File: config.mk
export PLATFORM = sky130hd
export DESIGN_NAME = riscv_fetch
export DESIGN_NICKNAME = d
export VERILOG_FILES = /design/src/rtl/riscv_fetch.sv
export SDC_FILE = /design/constraint.sdc
export NUM_CORES = 1
export LEC_CHECK = 0
export BUFFER_PORTS_ARGS = -buffer_cell sky130_fd_sc_hd__buf_2
export CELL_PAD_IN_SITES_DETAIL_PLACEMENT = 1
export CELL_PAD_IN_SITES_GLOBAL_PLACEMENT = 2
export CORE_ASPECT_RATIO = 1.5
export CORE_MARGIN = 1.5
export CORE_UTILIZATION = 30
export CTS_CLUSTER_DIAMETER = 80
export DETAILED_ROUTE_END_ITERATION = 8
export PLACE_DENSITY_LB_ADDON = 0.2
export SLEW_MARGIN = 20
export SYNTH_ARGS = -nofsm -noshare
export SYNTH_HDL_FRONTEND = slang
export SYNTH_SLANG_ARGS = --single-unit
File: constraint.sdc
create_clock -name clk -period 4.5 [get_ports clk]
set_input_delay 0.675 -clock clk [delete_from_list [all_inputs] [get_ports clk]]
set_output_delay 0.675 -clock clk [all_outputs]
set_load 0.005 [all_outputs]
File: src/rtl/riscv_fetch.sv
// riscv_fetch: single-outstanding instruction fetch FSM (REQ/WAIT/HOLD) with redirect and drop handling.
// Optional misaligned-redirect detection is enabled by defining RISCV_FETCH_ALIGN_CHECK_EN.
module riscv_fetch #(
  parameter logic [31:0] RESET_PC = 32'h0000_0000
) (
  input  logic        clk,
  input  logic        rst_n,
  output logic        imem_req,
  output logic [31:0] imem_addr,
  input  logic        imem_ready,
  input  logic        imem_rvalid,
  input  logic [31:0] imem_rdata,
  input  logic        redirect_valid,
  input  logic [31:0] redirect_pc,
  output logic        inst_valid,
  output logic [31:0] inst,
  output logic [31:0] inst_pc,
`ifdef RISCV_FETCH_ALIGN_CHECK_EN
  output logic        fetch_misalign,
`endif
  input  logic        inst_ready
);
  typedef enum logic [1:0] {REQ, WAIT, HOLD} state_t;
  state_t      state;
  logic [31:0] pc;
  logic [31:0] rpc;
  logic        drop;
  logic        misal;
`ifdef RISCV_FETCH_ALIGN_CHECK_EN
  assign rpc            = redirect_pc;
  assign misal          = pc[1:0] != 2'b00;
  assign fetch_misalign = inst_valid && misal;
`else
  assign rpc   = redirect_pc & ~32'h3;
  assign misal = 1'b0;
`endif
  assign imem_req   = state == REQ && !misal;
  assign imem_addr  = pc;
  assign inst_valid = state == HOLD;
  always_ff @(posedge clk or negedge rst_n) begin
    if (!rst_n) begin
      state   <= REQ;
      pc      <= RESET_PC;
      drop    <= 1'b0;
      inst    <= 32'h0;
      inst_pc <= 32'h0;
    end else begin
      case (state)
        REQ: begin
          if (redirect_valid) begin
            pc <= rpc;
            if (imem_req && imem_ready) begin
              state <= WAIT;
              drop  <= 1'b1;
            end
          end else if (misal) begin
            state   <= HOLD;
            inst    <= 32'h0000_0013;
            inst_pc <= pc;
          end else if (imem_ready) state <= WAIT;
        end
        WAIT: begin
          if (redirect_valid) pc <= rpc;
          if (imem_rvalid && !drop && !redirect_valid) begin
            inst    <= imem_rdata;
            inst_pc <= pc;
            pc      <= pc + 32'd4;
            state   <= HOLD;
          end else if (imem_rvalid) begin
            state <= REQ;
            drop  <= 1'b0;
          end else if (redirect_valid) drop <= 1'b1;
        end
        HOLD: begin
          if (redirect_valid) pc <= rpc;
          if (inst_ready || redirect_valid) state <= REQ;
        end
        default: state <= REQ;
      endcase
    end
  end
endmodule

# Yosys cells after proc, flatten, opt, wreduce, memory -nomap -nowiden
# Cells that the tools add are included.
dict set report classes {
  n_mux 16
  reduce_logical 13
  add_sub_neg 1
  n_eq_ne 10
}
# op count
set op_table {}
lappend op_table {{32-bit 2-to-1 mux} 2}
lappend op_table {{32-bit case mux with 2 select lines} 1}
lappend op_table {{32-bit by 3-bit adder with 32-bit output, second input constant} 1}
lappend op_table {{2-bit 2-to-1 mux} 6}
lappend op_table {{2-bit by 1-bit inequality test with 1-bit output, second input constant} 3}
lappend op_table {{3-bit inequality test, second input constant} 2}
lappend op_table {{2-bit case mux with 3 select lines} 1}
lappend op_table {{1-bit 2-to-1 mux} 5}
lappend op_table {{5-bit AND reduction} 1}
lappend op_table {{4-bit AND reduction} 1}
lappend op_table {{2-bit nonzero test} 2}
lappend op_table {{1-bit logical AND} 3}
lappend op_table {{3-bit by 1-bit inequality test with 1-bit output, second input constant} 1}
lappend op_table {{3-bit by 2-bit inequality test with 1-bit output, second input constant} 1}
lappend op_table {{2-bit by 1-bit == test with 1-bit output, second input constant} 1}
lappend op_table {{2-bit == test, second input constant} 1}
lappend op_table {{1-bit zero test} 2}
lappend op_table {{2-bit zero test} 1}
lappend op_table {{2-bit inequality test, second input constant} 1}
lappend op_table {{1-bit case mux with 2 select lines} 1}
lappend op_table {{2-bit AND reduction} 1}
lappend op_table {{2-bit OR reduction} 1}
lappend op_table {{1-bit logical OR} 1}
dict set report totals {
  inputBits 70
  regBits 99
  wordCells 45
}

# Logic depth before layout (Yosys ltp)
# Gate-level depths: netlist (run 1).
dict set report logic_depth {
  ltp_word 5
  ltp_mapped 8
  mapped_depth_nobuf 6
}

# Worst setup path before layout (run 1)
# No wires, ideal clock.
dict set report synth_timing {
  path_type {reg2reg}
  startpoint {register pc[9] (netlist: imem_addr[9])}
  endpoint {register pc[27] (netlist: imem_addr[27])}
  stages_incl_launch_ff 8
  arrival_ps 1908
  period_less_slack_ps 2034
  setup_time_ps 126
  n_path_buf 2
  required_time_ps 4374
  path_slack_ps 2466
  path_cell_list {dfrtp_1 buf_2 nand3_2 or4_1 buf_2 or4_1 mux2i_1 a21oi_1}
}
dict set report synth_via {
  elab_chain_cells 3
}
# item line
set synth_lines {}
lappend synth_lines {{start, declared} 25} ;# logic [31:0] pc;
lappend synth_lines {{start signal, assigned} 51} ;# pc <= rpc;
lappend synth_lines {{start signal, assigned} 63} ;# if (redirect_valid) pc <= rpc;
lappend synth_lines {{start signal, assigned} 67} ;# pc <= pc + 32'd4;
lappend synth_lines {{32-bit by 3-bit adder with 32-bit output} 67}
lappend synth_lines {{32-bit 2-to-1 mux} 64} ;# if (imem_rvalid && !drop && !redirect_valid) begin
lappend synth_lines {{32-bit case mux with 2 select lines} 48} ;# case (state)
# No other way between the ends.
# A chain may end at the register's enable or synchronous reset.

# Final worst setup path (run 1)
dict set report layout_timing {
  startpoint {input redirect_valid}
  endpoint {register pc[22] (netlist: imem_addr[22])}
}
dict set report layout_via {
  elab_chain_cells 4
}
# item line
set layout_lines {}
lappend layout_lines {{start, declared} 13} ;# input logic redirect_valid,
lappend layout_lines {{1-bit zero test} 64}
lappend layout_lines {{1-bit logical AND} 64}
lappend layout_lines {{32-bit 2-to-1 mux} 64}
lappend layout_lines {{32-bit case mux with 2 select lines *} 48}
# Every way passes the cells marked *; elsewhere a longest branch is shown, timed or not.

==> metrics, run 1 <==
status completed; Worst Tran Pin Value roughly 1 ns; gpl congestion roughly 0.8; crit path DAT ~3.1 ns; Clk Latency, worst-skew pair between 0.3 and 0.4 ns; static leakage 3.01 nW; die width between 100 and 150 um; syn_nets 597; TNS Setup 0 ns; HPWL Detailed roughly 11 mm; Yosys cell types 46; commonest cells in the netlist 200 x nand2_1, 99 x dfrtp_1, 27 x a21oi_1, 27 x clkbuf_1, 25 x nor2_1; IO Count 168; CTS resizes 0; grt total ovfl 0; Num CTS Buffers 9; max_cap viols 0; most common cell in the netlist nand2_1; most utilized layer in the global route result met2; final core utilization 40.0%; Chip Height ~150 um; CTS Sinks just under 100; first-pass GRT wire length between 20 and 30 mm; Ys Warns 0; CTS Hold Buffers Added 0; Core Rows 54; Max transition margin 33.6%; sequential share of the synthesized area a little over half; largest net degree at the start of global routing 76; root buffer cell clkbuf_16; post-route minimum period roughly 2.9 ns; dominant cells by area after synthesis dfrtp_1 55%, nand2_1 17%, a21oi_1 3.0%, clkbuf_1 2.2%, nor2_1 2.1%; CP Max Fanout 24; Slew Limit Fails 0; Die Area roughly 16000 sq um; Post-route DRC 0; GRT Overall Usage between 20% and 30%; startpoint types input pin; final setup fails 0; wire per inst 17.6 um; Vias about 4500; Syn Inst Count about 530; Post-synth EDFFs 0; Async SR Flop Fraction 100%; post-CTS setup buffer count 0; hold crit path type flip-flop to flip-flop; input/output buffers around 170; vias in the first global route about 4800; CP max stage delay between 0.7 and 0.8 ns; ANT nets after route 0; final hold viol count 0; Yosys top cell by area dfrtp_1; worst IR drop on VDD a little over 0.2 mV; Synth Flop Type dfrtp_1; CTS tree built; crit path kind input pin to flip-flop; core area 14700 sq um; WP data required 4.72 ns; Area Overhead vs Synth 29.1%; area share of the largest cell type after synthesis 54.5%; met2 Track Usage GR between 30% and 40%; iteration-0 DRC count of the detailed router 144; endpoint class of the critical path flip-flop; slowest CP cell nand4bb_1; antenna violations before repair 0; H-tree depth 3; RSZ-0062 raised after global routing no; Initial Util 31.0%; Max Fclk approximately 0.35 GHz; synthesized cell area approximately 4500 sq um; # diodes 0; Via-to-Cell Ratio 5.11; Worst-path clk slew roughly 0.07 ns; Final nets approximately 750; Pwr Density about 500 nW/um^2; syn_area_per_cell 8.64 sq um; Pre-antenna DRT Iters 4; fraction of layout cells with a size suffix above 1 28.9%; Routed WL between 15 and 20 mm; met1 Use GR between 20% and 30%; Cell Chain, Critical Path buf_2 -> nand4bb_1 -> nor2_4 -> buf_4 -> nand2_1 -> o32ai_1 -> nor2_1; FF+latch count, synth 99; maximum root-to-sink buffer count 2; share of the clock period used by the worst path after layout 64.0%; grt met3 use 3.95%; Worst Skew between 0.008 and 0.009 ns
==> registers in the layout, summed over array words and instances, names as in the netlist <==
signal and flops:
imem_addr 32, inst 32, inst_pc 32, state 2, drop 1
==> through the flow <==
stage	hold WS [ns]	std cells	setup slack [ns]	instance area, sq um	total power, mW
after global placement	0.452	861	1.24	5550	2.18
after global routing	0.497	877	1.36	5870	3.24
after floorplan	0.379	526	2.47	4540	1.74
after detailed placement	0.460	861	1.25	5550	2.23
final	0.470	877	1.62	5870	3.00
after CTS	0.478	877	1.61	5870	3.05
==> where the power goes <==
group	switching, mW	total, mW	leakage, nW	internal, mW
Clock	0.345	0.809	0.152	0.464
Sequential	0.212	1.40	1.21	1.19
Combinational	0.417	0.789	1.64	0.373
Total	0.974	3.00	3.01	2.02
==> per-layer routing <==
layer,share of wire (%),routed length (um)
met1,40,6180
met2,53,8160
met3,5.7,873
met4,1.2,178
met5,0,0
==> worst max-delay path: cells and delay by family <==
kind                   cells  cell delay (ns)
AND/OR/NAND/NOR            4             1.61
buffers and inverters      2             0.62
AO/OA/AOI/OAI              1             0.17
==> cells by family after synthesis <==
kind of cell               share of synthesized area (%)
and+or+nand+nor                                     27.5
AOI/OAI and AO/OA                                   12.7
DFF                                                 54.5
buffers and inverters                               3.66
adders and majority gates                          0.275
muxes                                               1.35
==> layout by cell type, fill, tap and decap left out, types with 2 or more instances in the layout <==
cell	count
nand4_1	10
or4_1	2
nand2_2	2
a221o_1	5
nand2_1	199
o22ai_1	14
a21oi_1	27
o21ai_0	15
buf_2	164
dfrtp_1	99
nor4_2	2
inv_1	9
clkbuf_16	9
and3_1	6
mux2i_1	5
a31oi_1	2
a22oi_1	2
a311oi_1	10
o32ai_1	2
nor3_1	13
and2_1	3
nor2_1	24
clkbuf_8	2
buf_4	8
nor4_1	2
o31ai_1	2
nor3b_1	2
and2_0	2
and4_1	3
nand3_1	14
==> worst paths after layout <==
check                          startpoint       endpoint  slack [ns]  cells past startpoint
min in group asynchronous           rst_n    inst_pc[11]        0.48                      1
setup / recovery           redirect_valid  imem_addr[22]        1.62                      7
hold / removal                    inst[1]        inst[1]        0.47                      2
max in group asynchronous           rst_n    inst_pc[16]        3.07                      2
setup reg to reg                 state[0]  imem_addr[22]        1.74                      6
hold reg to reg                   inst[1]        inst[1]        0.47                      2
==> final cells by class <==
class | instances | area, sq um
Sequential cell | 99 | 2480
Timing Repair Buffer | 172 | 881
Clock buffer | 11 | 253
Fill cell | 1817 | 8790
Inverter | 9 | 33.8
Multi-Input combinational cell | 385 | 1920
Clock inverter | 5 | 60.1
Tap cell | 196 | 245
No activity file was read; power rests on OpenSTA's default activity.
==> run 2, diff against run 1 <==
Settings changed: CORE_UTILIZATION 30 to 28.
Clock period 4.5 ns to 2.9 ns, I/O delays scaled along.
==> metrics, run 2 (synthesis results as in run 1) <==
status completed; Pwr Density 782 nW/um^2 (+53%); static leakage 3.06 nW (+1.8%); grt total ovfl 0 (unchanged); Max transition margin 56.6% (+23 points); Routed WL 15.7 mm (+2.3%); worst setup path startpoint imem_addr[3]; Initial Util 28.8% (-2.2 points); Clk Latency, worst-skew pair 0.35 ns (about the same); crit path DAT 2.55 ns (-0.55 ns); Worst-path clk slew 0.07 ns (about the same); most frequent cells in the layout 199 x nand2_1, 164 x buf_2, 99 x dfrtp_1; root buffer cell clkbuf_16; CP max stage delay 0.59 ns (-0.17 ns); Core Rows 56 (+3.7%); Vias 4485 (+0.022%); CTS Sinks 99 (unchanged); final setup margin 0.581 ns (-1.04 ns); # diodes 0 (unchanged); Area Overhead vs Synth 31.6%; post-CTS setup buffer count 0 (unchanged); final setup fails 0 (unchanged); R2R depth 6 (unchanged); RSZ-0062 raised after global routing no; commonest non-fill, non-tap cell in the layout nand2_1; Worst Skew 0.00744 ns (-0.00131 ns); post-route minimum period 2.32 ns; area occupied by multi-input gates 1910 sq um (-0.33%); input/output buffers 165 (unchanged); WP data required 3.13 ns (-1.59 ns); Chip Height 159 um (+3.4%); wire per inst 17.6 um (+0.35%); H-tree depth 3 (unchanged); vias in the first global route 4768 (-0.52%); hold crit path type input pin to async pin; endpoint class of the critical path flip-flop; gpl congestion 0.806 (+1.6%); die width 107 um (+3.4%); CP Max Fanout 7 (-71%); CTS Hold Buffers Added 0 (unchanged); Worst Tran Pin Value 0.649 ns (-0.348 ns); TNS Setup 0 ns (unchanged); Reg power frac 46.1% (-0.6 points); WP depth 6 (-1); worst flop-to-flop path startpoint imem_addr[3]; crit path kind flip-flop to flip-flop; Die Area 17000 sq um (+7.0%); max_cap viols 0 (unchanged); startpoint types flip-flop; IO Count 168 (unchanged); GRT Overall Usage 19.1% (-1.1 points); Final nets 757 (+1.3%); core area 15800 sq um (+7.5%); ANT nets after route 0 (unchanged); DP Worst Slack 0.595 ns (-0.650 ns); final hold viol count 0 (unchanged); HPWL Detailed 11.3 mm (+3.0%); Num CTS Buffers 9 (unchanged); FF/Latch Area 2480 sq um (unchanged); Sw Ratio 33.0% (+0.46 points); CTS tree built; Power Internal 3.13 mW (+55%); Max Fclk ~0.43 GHz; iteration-0 DRC count of the detailed router 177 (+23%); Cell Chain, Critical Path ha_1 -> nand4_1 -> or3_1 -> nor4_2 -> mux2i_1 -> a21oi_1; r2r endpoint imem_addr[28]; Comb power frac 26.7% (+0.4 points); share of the clock period used by the worst path after layout roughly four fifths; fraction of layout cells with a size suffix above 1 29.8% (+0.88 points); Via-to-Cell Ratio 5.02 (-1.9%); FILL cells 1931 (+6.3%); CTS resizes 0 (unchanged); Switching Power 1.54 mW (+58%); antenna violations before repair 0 (unchanged); worst IR drop on VDD 0.281 mV (+37%); FF-to-FF setup slack 0.58 ns (-1.16 ns); Post-route DRC 0 (unchanged); Post-DP Area 5670 sq um (+2.1%); slowest CP cell or3_1; Top Family by Delay on Critical Path simple AND/OR/NAND/NOR gates; largest net degree at the start of global routing 45 (-41%); Slew Limit Fails 0 (unchanged); maximum root-to-sink buffer count 2 (unchanged); post-route cell area 5980 sq um (+1.9%); Pre-antenna DRT Iters 4 (unchanged); crit path capture imem_addr[28]; WP buf/inv 0 (-2); first-pass GRT wire length 25.6 mm (+1.8%); hold slack 0.0309 ns (-0.439 ns); Clock power frac 27.2% (+0.2 points)
## run 2: cell count changes in the layout (fill, tap and decap cells not counted), sizes merged
cell      change
clkinv        -1
buf          +10
clkbuf        -1
clkinvlp      +1
inv           +1
## run 2: through the flow
step                      std cells  utilization, %  power [mW]
final                           894            37.9        4.68
after global routing            894            37.9        5.03
after CTS                       894            37.9        4.77
after detailed placement        878            36.0        3.46
after global placement          878            36.0        3.40
after floorplan                 526               -        2.70
## run 2: cell type report
type / count / share of cell area [%]
Clock buffer: 10 / 4.00
Clock inverter: 6 / 1.19
Multi-Input combinational cell: 385 / 32.0
Tap cell: 203 / 4.25
Timing Repair Buffer: 182 / 16.6
Sequential cell: 99 / 41.4
Inverter: 9 / 0.565
## run 2: power by group through the flow
stage / Sequential [mW] / Combinational (mW) / Clock [mW]
2_1_floorplan: 2.19 / 0.519 / 0
4_1_cts: 2.17 / 1.28 / 1.32
5_1_grt: 2.23 / 1.43 / 1.37
3_3_place_gp: 2.16 / 1.24 / 0
6_report: 2.16 / 1.25 / 1.27
3_5_place_dp: 2.18 / 1.28 / 0
## run 2: worst min path at each step
stage / slack [ns] / depth (start not counted) / end / start
6_report: 0.03 / 1 / inst_pc[9] / rst_n
3_5_place_dp: 0.43 / 1 / inst_pc[9] / rst_n
2_1_floorplan: 0.14 / 0 / drop / rst_n
4_1_cts: 0.05 / 1 / inst_pc[9] / rst_n
5_1_grt: 0.05 / 1 / inst_pc[9] / rst_n
3_3_place_gp: 0.42 / 1 / inst_pc[9] / rst_n
## run 2: worst reg2reg max path, delay by kind of cell, from the launching register on
family | cells | cell delay [ns]
fa+ha+maj | 1 | 0.25
mux | 1 | 0.22
flops | 1 | 0.46
compound gates | 1 | 0.08
simple gates | 3 | 1.19
## run 2: layer usage
metal / global-route usage, % / vias up / share of wire (%)
li1: - / 2123 / -
met1: 22.4 / 2216 / 41
met2: 34.2 / 129 / 53
met3: 4.38 / 17 / 5.1
met4: 5.64 / 0 / 1.5
met5: 0 / - / 0
==> run 3, diff against run 2 <==
Clock period 2.9 ns to 2.4 ns, I/O delays scaled along.
==> metrics, run 3 (synthesis results as in run 1) <==
status finished, violations left; failing checks hold timing; CTS Sinks 99 (unchanged); final hold viol count 11 (+11); Comb power frac 27.3% (+0.6 points); first-pass GRT wire length 26.1 mm (+2.1%); WP buf/inv 0 (unchanged); Core Rows 56 (unchanged); wire per inst 17.6 um (about the same); Final nets 770 (+1.7%); hold slack -0.0114 ns (-0.0424 ns); Worst Skew 0.00942 ns (+0.00198 ns); H-tree depth 3 (unchanged); Sw Ratio 33.0% (+0.050 points); crit path kind flip-flop to flip-flop; Worst Tran Pin Value 0.874 ns (+0.226 ns); fraction of layout cells with a size suffix above 1 31.1% (+1.3 points); gpl congestion 0.813 (+0.86%); r2r endpoint imem_addr[27]; Area Overhead vs Synth 33.7%; area occupied by multi-input gates 1910 sq um (unchanged); Top Family by Delay on Critical Path simple AND/OR/NAND/NOR gates; Pre-antenna DRT Iters 4 (unchanged); CTS Hold Buffers Added 0 (unchanged); crit path DAT 2.50 ns (-0.05 ns); CP Max Fanout 8 (+1); core area 15800 sq um (unchanged); antenna violations before repair 0 (unchanged); final setup fails 0 (unchanged); # diodes 0 (unchanged); FILL cells 1929 (-0.10%); CP max stage delay 0.73 ns (+0.14 ns); uppermost layer routed met4; die width 107 um (unchanged); post-route cell area 6080 sq um (+1.6%); Routed WL 16.0 mm (+1.5%); CTS tree built; Reg power frac 45.7% (-0.4 points); WP data required 2.63 ns (-0.50 ns); hold crit path type input pin to async pin; final setup margin 0.124 ns (-0.457 ns); Die Area 17000 sq um (unchanged); FF-to-FF setup slack 0.12 ns (-0.46 ns); WP depth 5 (-1); input/output buffers 165 (unchanged); HPWL Detailed 11.7 mm (+3.2%); Switching Power 1.88 mW (+22%); IO Count 168 (unchanged); slowest CP cell or4_1; met2 wire length 8.21 mm (-1.0%); Clock power frac 27.0% (-0.2 points); Chip Height 159 um (unchanged); Vias 4548 (+1.4%); Post-route DRC 0 (unchanged); most frequent cells in the layout 199 x nand2_1, 164 x buf_2, 99 x dfrtp_1; CTS resizes 0 (unchanged); max_cap viols 0 (unchanged); Pwr Density 937 nW/um^2 (+20%); startpoint types flip-flop; TNS Setup 0 ns (unchanged); GRT Overall Usage 19.5% (+0.39 points); iteration-0 DRC count of the detailed router 171 (-3.4%); vias in the first global route 4839 (+1.5%); Num CTS Buffers 9 (unchanged); DP Worst Slack 0.172 ns (-0.423 ns); post-CTS setup buffer count 0 (unchanged); commonest non-fill, non-tap cell in the layout nand2_1; post-route minimum period 2.28 ns (-0.0430 ns); Crit path top cell by count or4_1; Via-to-Cell Ratio 5.01 (about the same); Power Internal 3.81 mW (+22%); Post-DP Area 5770 sq um (+1.7%); R2R depth 5 (-1); root buffer cell clkbuf_16; Clk Latency, worst-skew pair 0.35 ns (about the same); Slew Limit Fails 0 (unchanged); grt total ovfl 0 (unchanged); share of the clock period used by the worst path after layout 94.9% (+15 points); RSZ-0062 raised after global routing no; Met1 Routed Length 6.58 mm (+2.8%); static leakage 3.12 nW (+2.0%); ANT nets after route 0 (unchanged); largest net degree at the start of global routing 41 (-8.9%); Max Fclk 0.439 GHz (+1.9%); maximum root-to-sink buffer count 2 (unchanged); endpoint class of the critical path flip-flop; Initial Util 28.8% (unchanged); Max transition margin 41.5% (-15 points); worst flop-to-flop path startpoint imem_addr[5]; worst IR drop on VDD 0.383 mV (+36%); routed wl met3 888 um (+10%); FF/Latch Area 2480 sq um (unchanged); Worst-path clk slew 0.07 ns (about the same); Cell Chain, Critical Path nand2_2 -> or4_1 -> or4_1 -> mux2i_1 -> a21oi_1
==> run 3: cell types whose count changed in the layout (fill, tap and decap cells not counted) <==
cell and change:
buf_4 +13
==> run 3: layout make-up <==
| cell class | instances | share of cell area [%] |
|---|---|---|
| repair buffers | 195 | 18.0 |
| well taps | 203 | 4.18 |
| inverters | 9 | 0.556 |
| clock buffers | 10 | 3.93 |
| multi-input cells | 385 | 31.4 |
| clock inverters | 6 | 1.17 |
| flip-flops and latches | 99 | 40.8 |
==> run 3: worst reg2reg max path, cell delays in order, from the launching register on <==
cell and delay, ns:
dfrtp_1 0.51, nand2_2 0.14, or4_1 0.73, or4_1 0.53, mux2i_1 0.16, a21oi_1 0.09
==> run 3: stage by stage <==
| step | cells | power, mW | util, % |
|---|---|---|---|
| global placement | 891 | 4.15 | 36.6 |
| CTS | 907 | 5.79 | 38.5 |
| floorplan | 526 | 3.27 | - |
| finish | 907 | 5.69 | 38.5 |
| global route | 907 | 6.13 | 38.5 |
| detailed placement | 891 | 4.23 | 36.6 |
==> run 3: power groups by stage <==
stage | registers (mW) | logic (mW) | clock network (mW)
final | 2.60 | 1.55 | 1.54
after global routing | 2.70 | 1.79 | 1.65
after CTS | 2.61 | 1.59 | 1.58
after detailed placement | 2.64 | 1.59 | 0
after global placement | 2.60 | 1.55 | 0
after floorplan | 2.64 | 0.627 | 0
==> run 3: worst max path at each step <==
| stage | startpoint | end |
|---|---|---|
| after floorplan | imem_addr[9] | imem_addr[27] |
| after global placement | imem_addr[5] | imem_addr[27] |
| after detailed placement | imem_addr[5] | imem_addr[27] |
| after CTS | imem_addr[5] | imem_addr[27] |
| after global routing | imem_addr[7] | imem_addr[31] |
| final | imem_addr[5] | imem_addr[27] |
==> run 3: layer usage <==
metal | track usage, % | vias up
met3 | 3.89 | 16
met2 | 34.2 | 150
met4 | 6.48 | 0
li1 | - | 2147
met1 | 23.5 | 2235
met5 | 0 | -
